File: src/rtl/pc_fetch_unit.sv
// PC register and instruction fetch sequencer.
// Holds each fetched word until retirement, then fetches from next_pc.
module pc_fetch_unit #(
  parameter logic [31:0] RESET_PC = 32'h0000_0020,
  parameter int unsigned TIMEOUT  = 16
) (
  input  logic        clk,
  input  logic        rst_n,
  input  logic [31:0] next_pc,
  input  logic        pc_advance,
  output logic        imem_req_valid,
  output logic [31:0] imem_req_addr,
  input  logic        imem_req_ready,
  input  logic        imem_rsp_valid,
  input  logic [31:0] imem_rsp_data,
  output logic [31:0] pc,
  output logic [31:0] instr,
  output logic        instr_valid,
  output logic        fetch_err,
  output logic [1:0]  err_code,
  output logic [31:0] fetch_count
);

  typedef enum logic [2:0] {
    IDLE,
    REQ,
    WAIT,
    HOLD,
    ERR
  } state_e;

  localparam logic [7:0] TMO = TIMEOUT[7:0];

  state_e      state_q, state_d;
  logic [31:0] pc_q, pc_d;
  logic [31:0] instr_q, instr_d;
  logic        iv_q, iv_d;
  logic        err_q, err_d;
  logic [1:0]  code_q, code_d;
  logic [31:0] cnt_q, cnt_d;
  logic [7:0]  tmo_q, tmo_d;
  logic [7:0]  tmo_inc;
  logic        req_valid;

  assign tmo_inc = tmo_q + 8'd1;

  always_comb begin
    state_d   = state_q;
    pc_d      = pc_q;
    instr_d   = instr_q;
    iv_d      = iv_q;
    err_d     = err_q;
    code_d    = code_q;
    cnt_d     = cnt_q;
    tmo_d     = tmo_q;
    req_valid = 1'b0;
    unique case (state_q)
      IDLE: state_d = REQ;
      REQ: begin
        req_valid = 1'b1;
        if (imem_req_ready) begin
          state_d = WAIT;
          tmo_d   = '0;
        end
      end
      WAIT: begin
        tmo_d = tmo_inc;
        // A response in the final allowed cycle beats the timeout
        if (imem_rsp_valid) begin
          instr_d = imem_rsp_data;
          iv_d    = 1'b1;
          cnt_d   = cnt_q + 32'd1;
          state_d = HOLD;
        end else if (tmo_inc == TMO) begin
          err_d   = 1'b1;
          code_d  = 2'b10;
          state_d = ERR;
        end
      end
      HOLD: begin
        if (pc_advance) begin
          iv_d = 1'b0;
          if (next_pc[1:0] == 2'b00) begin
            pc_d    = next_pc;
            state_d = REQ;
          end else begin
            err_d   = 1'b1;
            code_d  = 2'b01;
            state_d = ERR;
          end
        end
      end
      ERR: iv_d = 1'b0;
      default: state_d = IDLE;
    endcase
  end

  always_ff @(posedge clk or negedge rst_n) begin
    if (!rst_n) begin
      state_q <= IDLE;
      pc_q    <= RESET_PC;
      instr_q <= '0;
      iv_q    <= 1'b0;
      err_q   <= 1'b0;
      code_q  <= 2'b00;
      cnt_q   <= '0;
      tmo_q   <= '0;
    end else begin
      state_q <= state_d;
      pc_q    <= pc_d;
      instr_q <= instr_d;
      iv_q    <= iv_d;
      err_q   <= err_d;
      code_q  <= code_d;
      cnt_q   <= cnt_d;
      tmo_q   <= tmo_d;
    end
  end

  assign imem_req_valid = req_valid;
  assign imem_req_addr  = pc_q;
  assign pc             = pc_q;
  assign instr          = instr_q;
  assign instr_valid    = iv_q;
  assign fetch_err      = err_q;
  assign err_code       = code_q;
  assign fetch_count    = cnt_q;

endmodule

File: config.mk
export PLATFORM = sky130hd
export DESIGN_NAME = pc_fetch_unit
export DESIGN_NICKNAME = d
export VERILOG_FILES = /design/src/rtl/pc_fetch_unit.sv
export SDC_FILE = /design/constraint.sdc
export NUM_CORES = 1
export LEC_CHECK = 0
export BUFFER_PORTS_ARGS = -buffer_cell sky130_fd_sc_hd__buf_2
export CELL_PAD_IN_SITES_DETAIL_PLACEMENT = 1
export CELL_PAD_IN_SITES_GLOBAL_PLACEMENT = 2
export CORE_MARGIN = 5
export CORE_UTILIZATION = 32
export DETAILED_ROUTE_END_ITERATION = 10
export PLACE_DENSITY_LB_ADDON = 0.1
export SETUP_SLACK_MARGIN = 0.2
export SYNTH_ARGS = -nofsm -noshare
export SYNTH_HDL_FRONTEND = slang
export SYNTH_SLANG_ARGS = --single-unit
File: constraint.sdc
create_clock -name clk -period 4.5 [get_ports clk]
set_input_delay 0.9 -clock clk [delete_from_list [all_inputs] [get_ports clk]]
set_output_delay 0.9 -clock clk [all_outputs]
set_load 0.02 [all_outputs]
==> run metrics, run 1 <==
number of setup violations in the final report 0; commonest non-fill, non-tap cells in the layout sky130_fd_sc_hd__buf_2, sky130_fd_sc_hd__dfrtp_1, sky130_fd_sc_hd__mux2_2; clock period minus worst slack roughly 2500 ps; Post-Synthesis Mean Instance Area around 13 sq um; residual antenna-violating net count after detailed routing 0; vias in the first global route about 3,800; number of antenna violations at the first check in global routing 1; fraction of registers with async set or reset after synthesis between 90% and 100%; chip height 133 um; sum of buffers and inverters on the critical path 1; cts bufs inserted 9; insertion delay of the later-clocked pin in the worst-skew pair 350 ps; Std-Cell Core Area roughly 15,000 sq um; classification of the worst setup path in2reg; Setup crit end kind flop; topmost layer with routed signal wires met5; DIE WIDTH roughly 130 um; depth of the most critical reg-to-reg path 5; clock root buffer sky130_fd_sc_hd__clkbuf_16; Max transition margin a little under three fifths; global-route wire length before repair approximately 21,000 um; weighted congestion at the end of routability-driven global placement ~0.73; met1 wire length 5520 um; most frequent standard cell in the layout excluding fill and tap cells sky130_fd_sc_hd__buf_2; DRC violation count after routing 0; synthesis-to-layout area growth 25.5%; count of cells along the worst hold path 1; Detail Route met2 WL roughly 6100 um; largest buffer count on any clock path 2; count of hold buffers inserted by post-cts repair 0; vias per inst 4.73; launch point of the worst hold path fetch_count[31]; number of search-and-repair iterations in the first detailed-routing pass 4; capture endpoint of the worst hold path fetch_count[31]; global router's overall resource usage between 10% and 20%; crit path from imem_rsp_valid; die footprint 17,800 sq um; Data required, critical path about 4700 ps; Syn Nets 453; worst stage delay on the critical path about 670 ps; signal arrival time at the worst endpoint 2690 ps; TritonCTS Sinks roughly 110; clock-pin transition on the worst setup and hold timing paths 70 ps; drt initial violations 148; cell area power density 651 nW/um^2; DP HPWL between 9000 and 10,000 um; transition time at the pin with the least slew margin between 600 and 700 ps; endpoint of the lowest-slack register-to-register path fetch_count[13]; area share of the leading cell type in the synthesized netlist between 50% and 60%; biggest area contributors in the synthesized netlist sky130_fd_sc_hd__dfrtp_1, sky130_fd_sc_hd__mux2_2, sky130_fd_sc_hd__buf_4; area leader, netlist sky130_fd_sc_hd__dfrtp_1; P_leak just over 3 nW; floorplan row count 45; number of buffers inserted by post-CTS setup repair 0; cells along the critical path buf_2 -> and4bb_4 -> nand4_4 -> nor3_1 -> nand4_1 -> xnor2_1; remaining global-route overflow 0; Seq/Total Area, Yosys 57.2%; count of distinct cell types in the synthesized netlist 40; highest net fanout along the worst path 40; fraction of final layout cells sized beyond drive strength 1 between 50% and 60%; dominant register cell in the synthesized netlist sky130_fd_sc_hd__dfrtp_1; combined area of all synthesized cells approximately 4900 sq um; YS warnings 0; count of fill cells added during filler insertion roughly 1,700; run status finished clean; Synth Instances 382; Hold/Removal Path Class reg2reg; met3 WL 765 um; Slew Limit Fails 0; internal reg-to-reg setup slack slightly above 2000 ps; clock tree from TritonCTS done; reported max-cap violation count 0; Fin Clk Skew between 9 and 10 ps; share of the clock period used by the worst path a little over half; total I/O pin count ~200; final net count about 620; initial core utilization around a third; WL final around 13,000 um; final setup TNS 0 ps; CP max-delay cell sky130_fd_sc_hd__and4bb_4; kind of start point of the critical path primary input; quantity of gates resized following cts 0; hold slack final 464 ps; flops & latches, synth 111; maximum number of pins on one net before global-route repair 42; largest delay contributor family on the critical path simple AND/OR/NAND/NOR gates; total number of H-tree levels 3; unrepaired setup endpoints after global routing no; number of vias in the routed layout 3,529; final hold viol count 0; post-detailed-route wirelength per cell 16.9 um; Post-synth EDFFs 0; count of inserted antenna diode cells 0; maximum VDD drop 0.226 mV; Highest Clock Rate between 0.4 and 0.5 GHz; origin of the critical flop-to-flop path state_q[0]; Finished Core Util roughly two fifths; count of input and output buffers 201
## synth_stat cells, types with 2 or more instances
cell,instances
sky130_fd_sc_hd__a21boi_0,2
sky130_fd_sc_hd__a21oi_1,5
sky130_fd_sc_hd__and2_1,3
sky130_fd_sc_hd__and3_1,5
sky130_fd_sc_hd__and4_1,2
sky130_fd_sc_hd__buf_2,8
sky130_fd_sc_hd__buf_4,32
sky130_fd_sc_hd__clkbuf_1,3
sky130_fd_sc_hd__dfrtp_1,110
sky130_fd_sc_hd__ha_1,2
sky130_fd_sc_hd__inv_1,5
sky130_fd_sc_hd__mux2_2,63
sky130_fd_sc_hd__nand2_1,33
sky130_fd_sc_hd__nand2b_1,3
sky130_fd_sc_hd__nand3_1,12
sky130_fd_sc_hd__nand3_4,2
sky130_fd_sc_hd__nand3b_1,2
sky130_fd_sc_hd__nand4_1,16
sky130_fd_sc_hd__nor2_1,9
sky130_fd_sc_hd__nor3_1,2
sky130_fd_sc_hd__nor3b_1,2
sky130_fd_sc_hd__nor4_4,2
sky130_fd_sc_hd__o21ai_0,10
sky130_fd_sc_hd__o31ai_1,2
sky130_fd_sc_hd__o41ai_1,2
sky130_fd_sc_hd__xnor2_1,26
sky130_fd_sc_hd__xor2_1,6
## per-layer routing
layer  track usage [%]  vias up
met2              24.0      109
li1                  -     1635
met3              3.47       14
met4              4.80        2
met5                 0        -
met1              18.8     1769
## flip-flops by register name (all words and copies together) (netlist names)
signal and count:
fetch_count 32, imem_req_addr 32, instr 32, tmo_q 8
state_q 3, err_code 2, fetch_err 1, instr_valid 1
## how the worst max path moves through the flow
stage                 endpoint  slack (ps)  cells after the start
6_report       fetch_count[13]        2040                      6
2_1_floorplan        instr[11]        2430                      4
3_3_place_gp   fetch_count[13]        1680                      6
5_1_grt        fetch_count[13]        1810                      5
4_1_cts        fetch_count[13]        1980                      6
3_5_place_dp   fetch_count[13]        1590                      6
## cell type report
type,instances,area [sq um],share of cell area [%]
repair buffers,204,1030,16.9
well taps,188,235,3.86
clock buffers,13,250,4.10
inverters,5,18.8,0.308
multi-input cells,222,1770,29.0
flip-flops and latches,111,2780,45.6
clock inverters,3,18.8,0.308
## report_power, final
part           internal (mW)  switching (mW)  leakage [nW]
registers               1.33           0.250          1.41
clock network          0.392           0.357         0.134
logic                  0.640            1.00          1.53
## per-stage QoR
stage	cell area (sq um)	setup slack, ps	instances	power [mW]
finish	6100	2040	746	3.97
global route	6100	1810	746	4.23
CTS	6100	1980	746	4.04
detailed placement	5830	1590	730	3.28
global placement	5830	1680	730	3.25
floorplan	4860	2430	382	2.80
## cells by family after synthesis
| logic type | share of synthesized area, % |
|---|---|
| DFF | 57.2 |
| and+or+nand+nor | 11.7 |
| muxes | 14.6 |
| buffers and inverters | 6.49 |
| xor gates and xnor gates | 5.77 |
| AOI/OAI and AO/OA | 3.81 |
| adders and majority gates | 0.515 |
Note: power is estimated with default switching activity, not from simulation.
==> inputs of run 2 (changes only) <==
- CORE_UTILIZATION: 32 -> 27
- clock period: 4.5 -> 2 ns (I/O delays scaled with it)
==> run 2 against run 1 <==
Effect of this change:
- clock-buffer cell count decreased by 4
- wire length increased by 3.5%
- clock skew increased by 2.5 ps
- combinational power increased by 130%
- critical path depth decreased by 3
- via count increased by 1.4%
- hold slack got worse by 180 ps
- final cell count increased by 8.0%
- global-route usage decreased by 2.1 points
- highest routed layer is now met4
==> run metrics, run 2 (synthesis gave the netlist of run 1 again) <==
chip height 144 um (+8.2%); number of vias in the routed layout 3,580 (+1.4%); cell area power density 1480 nW/um^2 (+130%); Fin Clk Skew 11.9 ps (+2.55 ps); DRC violation count after routing 0 (unchanged); number of setup violations in the final report 0 (unchanged); die footprint 20,800 sq um (+17%); total I/O pin count 202 (unchanged); internal reg-to-reg setup slack 310 ps (-1750 ps); reported max-cap violation count 0 (unchanged); clock period minus worst slack around 1700 ps; weighted congestion at the end of routability-driven global placement 0.696 (-5.1%); count of input and output buffers 201 (unchanged); TritonCTS Sinks 111 (unchanged); kind of start point of the critical path flop; count of fill cells added during filler insertion 2,014 (+20%); post-detailed-route wirelength per cell 16.2 um (-4.2%); Net Sw Frac 38.4% (-2.1 points); Data required, critical path 2230 ps (-2500 ps); sequential share of power 36.6% (-3.2 points); sum of buffers and inverters on the critical path 1 (unchanged); Max transition margin 71.2% (+15 points); total number of H-tree levels 3 (unchanged); storage element area 2780 sq um (+0.13%); drt initial violations 102 (-31%); final hold viol count 0 (unchanged); DIE WIDTH 144 um (+8.2%); final setup TNS 0 ps (unchanged); cts bufs inserted 9 (unchanged); maximum number of pins on one net before global-route repair 44 (+4.8%); Hold/Removal Path Class in2reg; most frequent standard cell in the layout excluding fill and tap cells sky130_fd_sc_hd__buf_2; DP HPWL 9830 um (+0.94%); clock root buffer sky130_fd_sc_hd__clkbuf_16; global router's overall resource usage 12.4% (-2.1 points); capture endpoint of the worst hold path imem_req_addr[14]; largest delay contributor family on the critical path simple AND/OR/NAND/NOR gates; GR Layer Usage met1 15.0% (-3.8 points); transition time at the pin with the least slew margin 431 ps (-228 ps); maximum VDD drop 0.557 mV (+150%); number of search-and-repair iterations in the first detailed-routing pass 4 (unchanged); unrepaired setup endpoints after global routing no; remaining global-route overflow 0 (unchanged); insertion delay of the later-clocked pin in the worst-skew pair 350 ps (about the same); launch point of the worst hold path next_pc[14]; floorplan row count 49 (+8.9%); cells along the critical path and4bb_4 -> buf_4 -> mux2_2; share of power burned in combinational logic 40.1% (-1.3 points); switching pwr 3.67 mW (+130%); synthesis-to-layout area growth 32.9%; Highest Clock Rate roughly 0.6 GHz; residual antenna-violating net count after detailed routing 0 (unchanged); met2 track utilization from global routing 21.1% (-2.9 points); CP max-delay cell sky130_fd_sc_hd__and4bb_4; global-route wire length before repair 20,600 um (-1.4%); clock network fraction of design power 23.3% (+4.4 points); met3 usage 3.51% (+0.031 points); Setup crit end kind flop; initial core utilization 27.2% (-5.1 points); depth of the most critical reg-to-reg path 3 (-2); commonest non-fill, non-tap cells in the layout sky130_fd_sc_hd__buf_2, sky130_fd_sc_hd__dfrtp_1, sky130_fd_sc_hd__mux2_2; number of antenna violations at the first check in global routing 0 (-1); least setup slack across all paths after layout 308 ps (-1730 ps); Slew Limit Fails 0 (unchanged); crit path from state_q[2]; endpoint of the lowest-slack register-to-register path instr[17]; internal power contribution 5.88 mW (+150%); largest buffer count on any clock path 2 (unchanged); vias in the first global route 3,912 (+2.0%); count of cells along the worst hold path 2 (+1); Post-Place Worst Slack 92.3 ps (-1500 ps); clock-pin transition on the worst setup and hold timing paths 80 ps (about the same); worst stage delay on the critical path 410 ps (-260 ps); origin of the critical flop-to-flop path state_q[2]; clock tree from TritonCTS done; Most Used Layer, Global Route met2; final net count 643 (+3.0%); vias per inst 4.44 (-6.1%); fraction of final layout cells sized beyond drive strength 1 54.8% (+3.2 points); count of inserted antenna diode cells 0 (unchanged); Std-Cell Core Area 17,800 sq um (+19%); classification of the worst setup path reg2reg; share of the clock period used by the worst path 84.6%; P_leak 3.23 nW (+5.0%); signal arrival time at the worst endpoint 1930 ps (-760 ps); WL final 13,000 um (+3.5%); total area of multi-input combinational cells 1780 sq um (+0.71%); highest net fanout along the worst path 27 (-33%); run status finished clean
run 2: per-stage QoR:
stage | instance area, sq um | hold WS (ps) | power [mW] | util [%] | cells
floorplan | 4860 | 104 | 6.30 | - | 382
finish | 6460 | 280 | 9.55 | 36.2 | 806
global placement | 6010 | 364 | 7.38 | 33.7 | 783
CTS | 6410 | 259 | 9.75 | 35.9 | 802
global route | 6460 | 267 | 10.2 | 36.2 | 806
detailed placement | 6010 | 369 | 7.44 | 33.7 | 783
run 2: routing by layer:
| metal | vias to the layer above | routed length (um) |
|---|---|---|
| met1 | 1772 | 5370 |
| met3 | 12 | 1010 |
| met2 | 117 | 6440 |
| met4 | 0 | 217 |
| li1 | 1679 | - |
| met5 | - | 0 |
run 2: worst reg2reg max path: stages, from the launching register on:
cell,delay [ps]
sky130_fd_sc_hd__dfrtp_1,380
sky130_fd_sc_hd__and4bb_4,410
sky130_fd_sc_hd__buf_4,380
sky130_fd_sc_hd__mux2_2,400
run 2: timing repair:
action / CTS / global route
setup endpoints to repair: 6 / 16
resized for setup: 1 / 9
setup buffers: 2 / 4
gates cloned: 0 / 0
hold endpoints to repair: 16 / 0
pin swaps: 2 / 4
hold buffers: 1 / 0
run 2: how the worst max path moves through the flow:
stage	endpoint	slack (ps)	depth (start not counted)
global placement	fetch_count[29]	130	6
floorplan	fetch_count[21]	260	5
finish	instr[17]	310	3
CTS	fetch_count[21]	210	6
global route	fetch_count[28]	210	6
detailed placement	fetch_count[29]	90	6
run 2: power groups by stage:
stage	sequential, mW	clock [mW]	combinational, mW
after floorplan	4.35	0	1.95
after global placement	3.51	0	3.87
after detailed placement	3.54	0	3.90
after CTS	3.52	2.33	3.90
after global routing	3.62	2.40	4.15
final	3.50	2.23	3.83
run 2: cell type report:
| type | instances | share of cell area, % |
|---|---|---|
| sequential | 111 | 43.1 |
| clock inverter | 7 | 2.30 |
| timing repair buffer | 223 | 18.9 |
| inverter | 5 | 0.290 |
| tap | 229 | 4.43 |
| clock buffer | 9 | 3.48 |
| multi-input combinational | 222 | 27.5 |
==> inputs of run 3 (changes only) <==
- clock period: 2 -> 1.4 ns (I/O delays scaled with it)
==> run 3 against run 2 <==
Effect of this change:
- the run now ends with negative setup slack left
- utilization grew 14 points
- maximum frequency grew 3.5%
- final cell count grew 17%
- non-clock buffer count grew 134
- register-to-register slack lost 540 ps
- combinational power grew to 2.6 times the previous value
- critical path depth grew 3
- setup slack lost 540 ps
- clock-buffer cell count is the same
- die area is the same
- global-route usage grew 2.9 points
- highest routed layer unchanged
==> run metrics, run 3 (synthesis gave the netlist of run 1 again) <==
unrepaired setup endpoints after global routing yes; commonest non-fill, non-tap cells in the layout sky130_fd_sc_hd__buf_6, sky130_fd_sc_hd__buf_4, sky130_fd_sc_hd__dfrtp_1; internal power contribution 11.5 mW (+95%); maximum number of pins on one net before global-route repair 35 (-20%); final cell area excluding filler cells 8980 sq um (+39%); switching pwr 6.49 mW (+77%); final net count 778 (+21%); die footprint 20,800 sq um (unchanged); Max transition margin 79.3% (+8.0 points); met3 WL 827 um (-18%); clock network fraction of design power 14.8% (-8.5 points); Slew Limit Fails 0 (unchanged); synthesis-to-layout area growth 84.7%; kind of start point of the critical path flop; most frequent standard cell in the layout excluding fill and tap cells sky130_fd_sc_hd__buf_6; Highest Clock Rate 0.612 GHz (+3.5%); number of antenna violations at the first check in global routing 0 (unchanged); Net Sw Frac 36.1% (-2.3 points); insertion delay of the later-clocked pin in the worst-skew pair 360 ps (about the same); weighted congestion at the end of routability-driven global placement 0.738 (+6.0%); floorplan row count 49 (unchanged); count of cells along the worst hold path 2 (unchanged); cell area power density 2000 nW/um^2 (+36%); DIE WIDTH 144 um (unchanged); Finished Core Util 50.3% (+14 points); number of setup violations in the final report 106 (+106); least setup slack across all paths after layout -234 ps (-543 ps); DP HPWL 11,100 um (+13%); global router's overall resource usage 15.3% (+2.9 points); clock tree from TritonCTS done; remaining global-route overflow 0 (unchanged); endpoint of the lowest-slack register-to-register path fetch_count[29]; classification of the worst setup path reg2reg; maximum VDD drop 1.04 mV (+87%); global-route wire length before repair 24,800 um (+20%); launch point of the worst hold path imem_rsp_data[6]; depth of the most critical reg-to-reg path 6 (+3); Std-Cell Core Area 17,800 sq um (unchanged); largest buffer count on any clock path 2 (unchanged); Fin Clk Skew 9.57 ps (-2.33 ps); reported max-cap violation count 0 (unchanged); total I/O pin count 202 (unchanged); capture endpoint of the worst hold path instr[6]; Setup crit end kind flop; drt initial violations 62 (-39%); Data required, critical path 1640 ps (-590 ps); total number of H-tree levels 3 (unchanged); final hold viol count 0 (unchanged); highest net fanout along the worst path 7 (-74%); met1 wire length 6870 um (+28%); WL final 16,900 um (+29%); sequential share of power 29.6% (-7.0 points); chip height 144 um (unchanged); vias per inst 4.46 (+0.49%); run status finished, violations left; initial core utilization 27.2% (unchanged); clock-pin transition on the worst setup and hold timing paths 80 ps (about the same); count of input and output buffers 201 (unchanged); failing checks negative setup slack; origin of the critical flop-to-flop path state_q[0]; clock period minus worst slack 1630 ps (-57.4 ps); internal reg-to-reg setup slack -230 ps (-540 ps); number of search-and-repair iterations in the first detailed-routing pass 4 (unchanged); total power 18.0 mW (+88%); clock root buffer sky130_fd_sc_hd__clkbuf_16; residual antenna-violating net count after detailed routing 0 (unchanged); TritonCTS Sinks 111 (unchanged); post-detailed-route wirelength per cell 17.9 um (+11%); count of inserted antenna diode cells 0 (unchanged); vias in the first global route 4,570 (+17%); cts bufs inserted 9 (unchanged); Detail Route met2 WL 8810 um (+37%); transition time at the pin with the least slew margin 308 ps (-123 ps); share of the clock period used by the worst path 117% (+32 points); DRC violation count after routing 0 (unchanged); Hold/Removal Path Class in2reg; number of vias in the routed layout 4,200 (+17%); fraction of final layout cells sized beyond drive strength 1 70.8% (+16 points); share of power burned in combinational logic 55.6% (+16 points); topmost layer with routed signal wires met4; P_leak 4.43 nW (+37%); signal arrival time at the worst endpoint 1880 ps (-50 ps); Post-Place Cell Area 6620 sq um (+10%)
==> run 3: cell types whose count changed in the layout (fill, tap and decap cells not counted), moves of 5 or more <==
cell / delta
sky130_fd_sc_hd__mux2_2: -53
sky130_fd_sc_hd__nand2_1: -10
sky130_fd_sc_hd__buf_4: +85
sky130_fd_sc_hd__o21ai_0: -8
sky130_fd_sc_hd__nand2_2: +9
sky130_fd_sc_hd__dfrtp_2: +12
sky130_fd_sc_hd__buf_12: +5
sky130_fd_sc_hd__nand3_1: -6
sky130_fd_sc_hd__buf_2: -133
sky130_fd_sc_hd__buf_6: +168
sky130_fd_sc_hd__mux2_4: +53
sky130_fd_sc_hd__o21ai_1: +6
sky130_fd_sc_hd__nand3_2: +5
sky130_fd_sc_hd__dfrtp_1: -12
==> run 3: routing by layer <==
metal / track usage, % / vias up
met4: 6.09 / 0
li1: - / 1951
met2: 26.8 / 112
met1: 18.5 / 2114
met3: 3.31 / 23
met5: 0 / -
==> run 3: worst max-delay path: stages, from the launching register on <==
cell and delay (ps):
sky130_fd_sc_hd__dfrtp_1 380, sky130_fd_sc_hd__and4bb_4 410, sky130_fd_sc_hd__nand4_4 140, sky130_fd_sc_hd__nor4_4 160, sky130_fd_sc_hd__buf_6 170, sky130_fd_sc_hd__nand4_1 110
sky130_fd_sc_hd__xnor2_1 160
==> run 3: worst max-delay path by stage <==
stage | endpoint | cells after the start | startpoint | slack [ps]
global route | fetch_count[29] | 6 | state_q[0] | -360
global placement | fetch_count[21] | 6 | state_q[2] | -240
CTS | imem_req_valid | 4 | state_q[2] | -260
detailed placement | fetch_count[21] | 6 | state_q[2] | -260
finish | fetch_count[29] | 6 | state_q[0] | -230
floorplan | fetch_count[20] | 5 | fetch_count[10] | -240
==> run 3: metrics by stage <==
step	hold WS (ps)	setup WS, ps	std cells	TNS (ps)
finish	146	-234	941	-17360
global route	133	-357	941	-25200
CTS	128	-258	909	-16880
detailed placement	191	-264	831	-16330
global placement	192	-237	831	-15180
floorplan	-15.6	-238	382	-11150
==> run 3: power groups by stage <==
stage,sequential [mW],combinational (mW),clock [mW]
3_3_place_gp,4.98,6.59,0
6_report,5.33,10.0,2.66
3_5_place_dp,5.02,6.64,0
5_1_grt,5.48,10.5,2.87
4_1_cts,5.24,9.06,2.76
2_1_floorplan,6.26,3.43,0
==> run 3: timing repair <==
action,4_1_cts,5_1_grt
pin swaps,27,19
hold buffers,1,0
gates resized for setup,303,76
gates cloned,4,5
setup buffers,57,27
setup endpoints to repair,233,235
endpoints found under the hold margin,15,0
==> run 3: layout make-up <==
| class | count | area, sq um |
|---|---|---|
| clock buffer | 9 | 225 |
| clock inverter | 7 | 70.1 |
| fill | 1837 | 8860 |
| inverter | 5 | 18.8 |
| multi-input combinational | 223 | 2190 |
| sequential | 111 | 2800 |
| tap | 229 | 287 |
| timing repair buffer | 357 | 3390 |
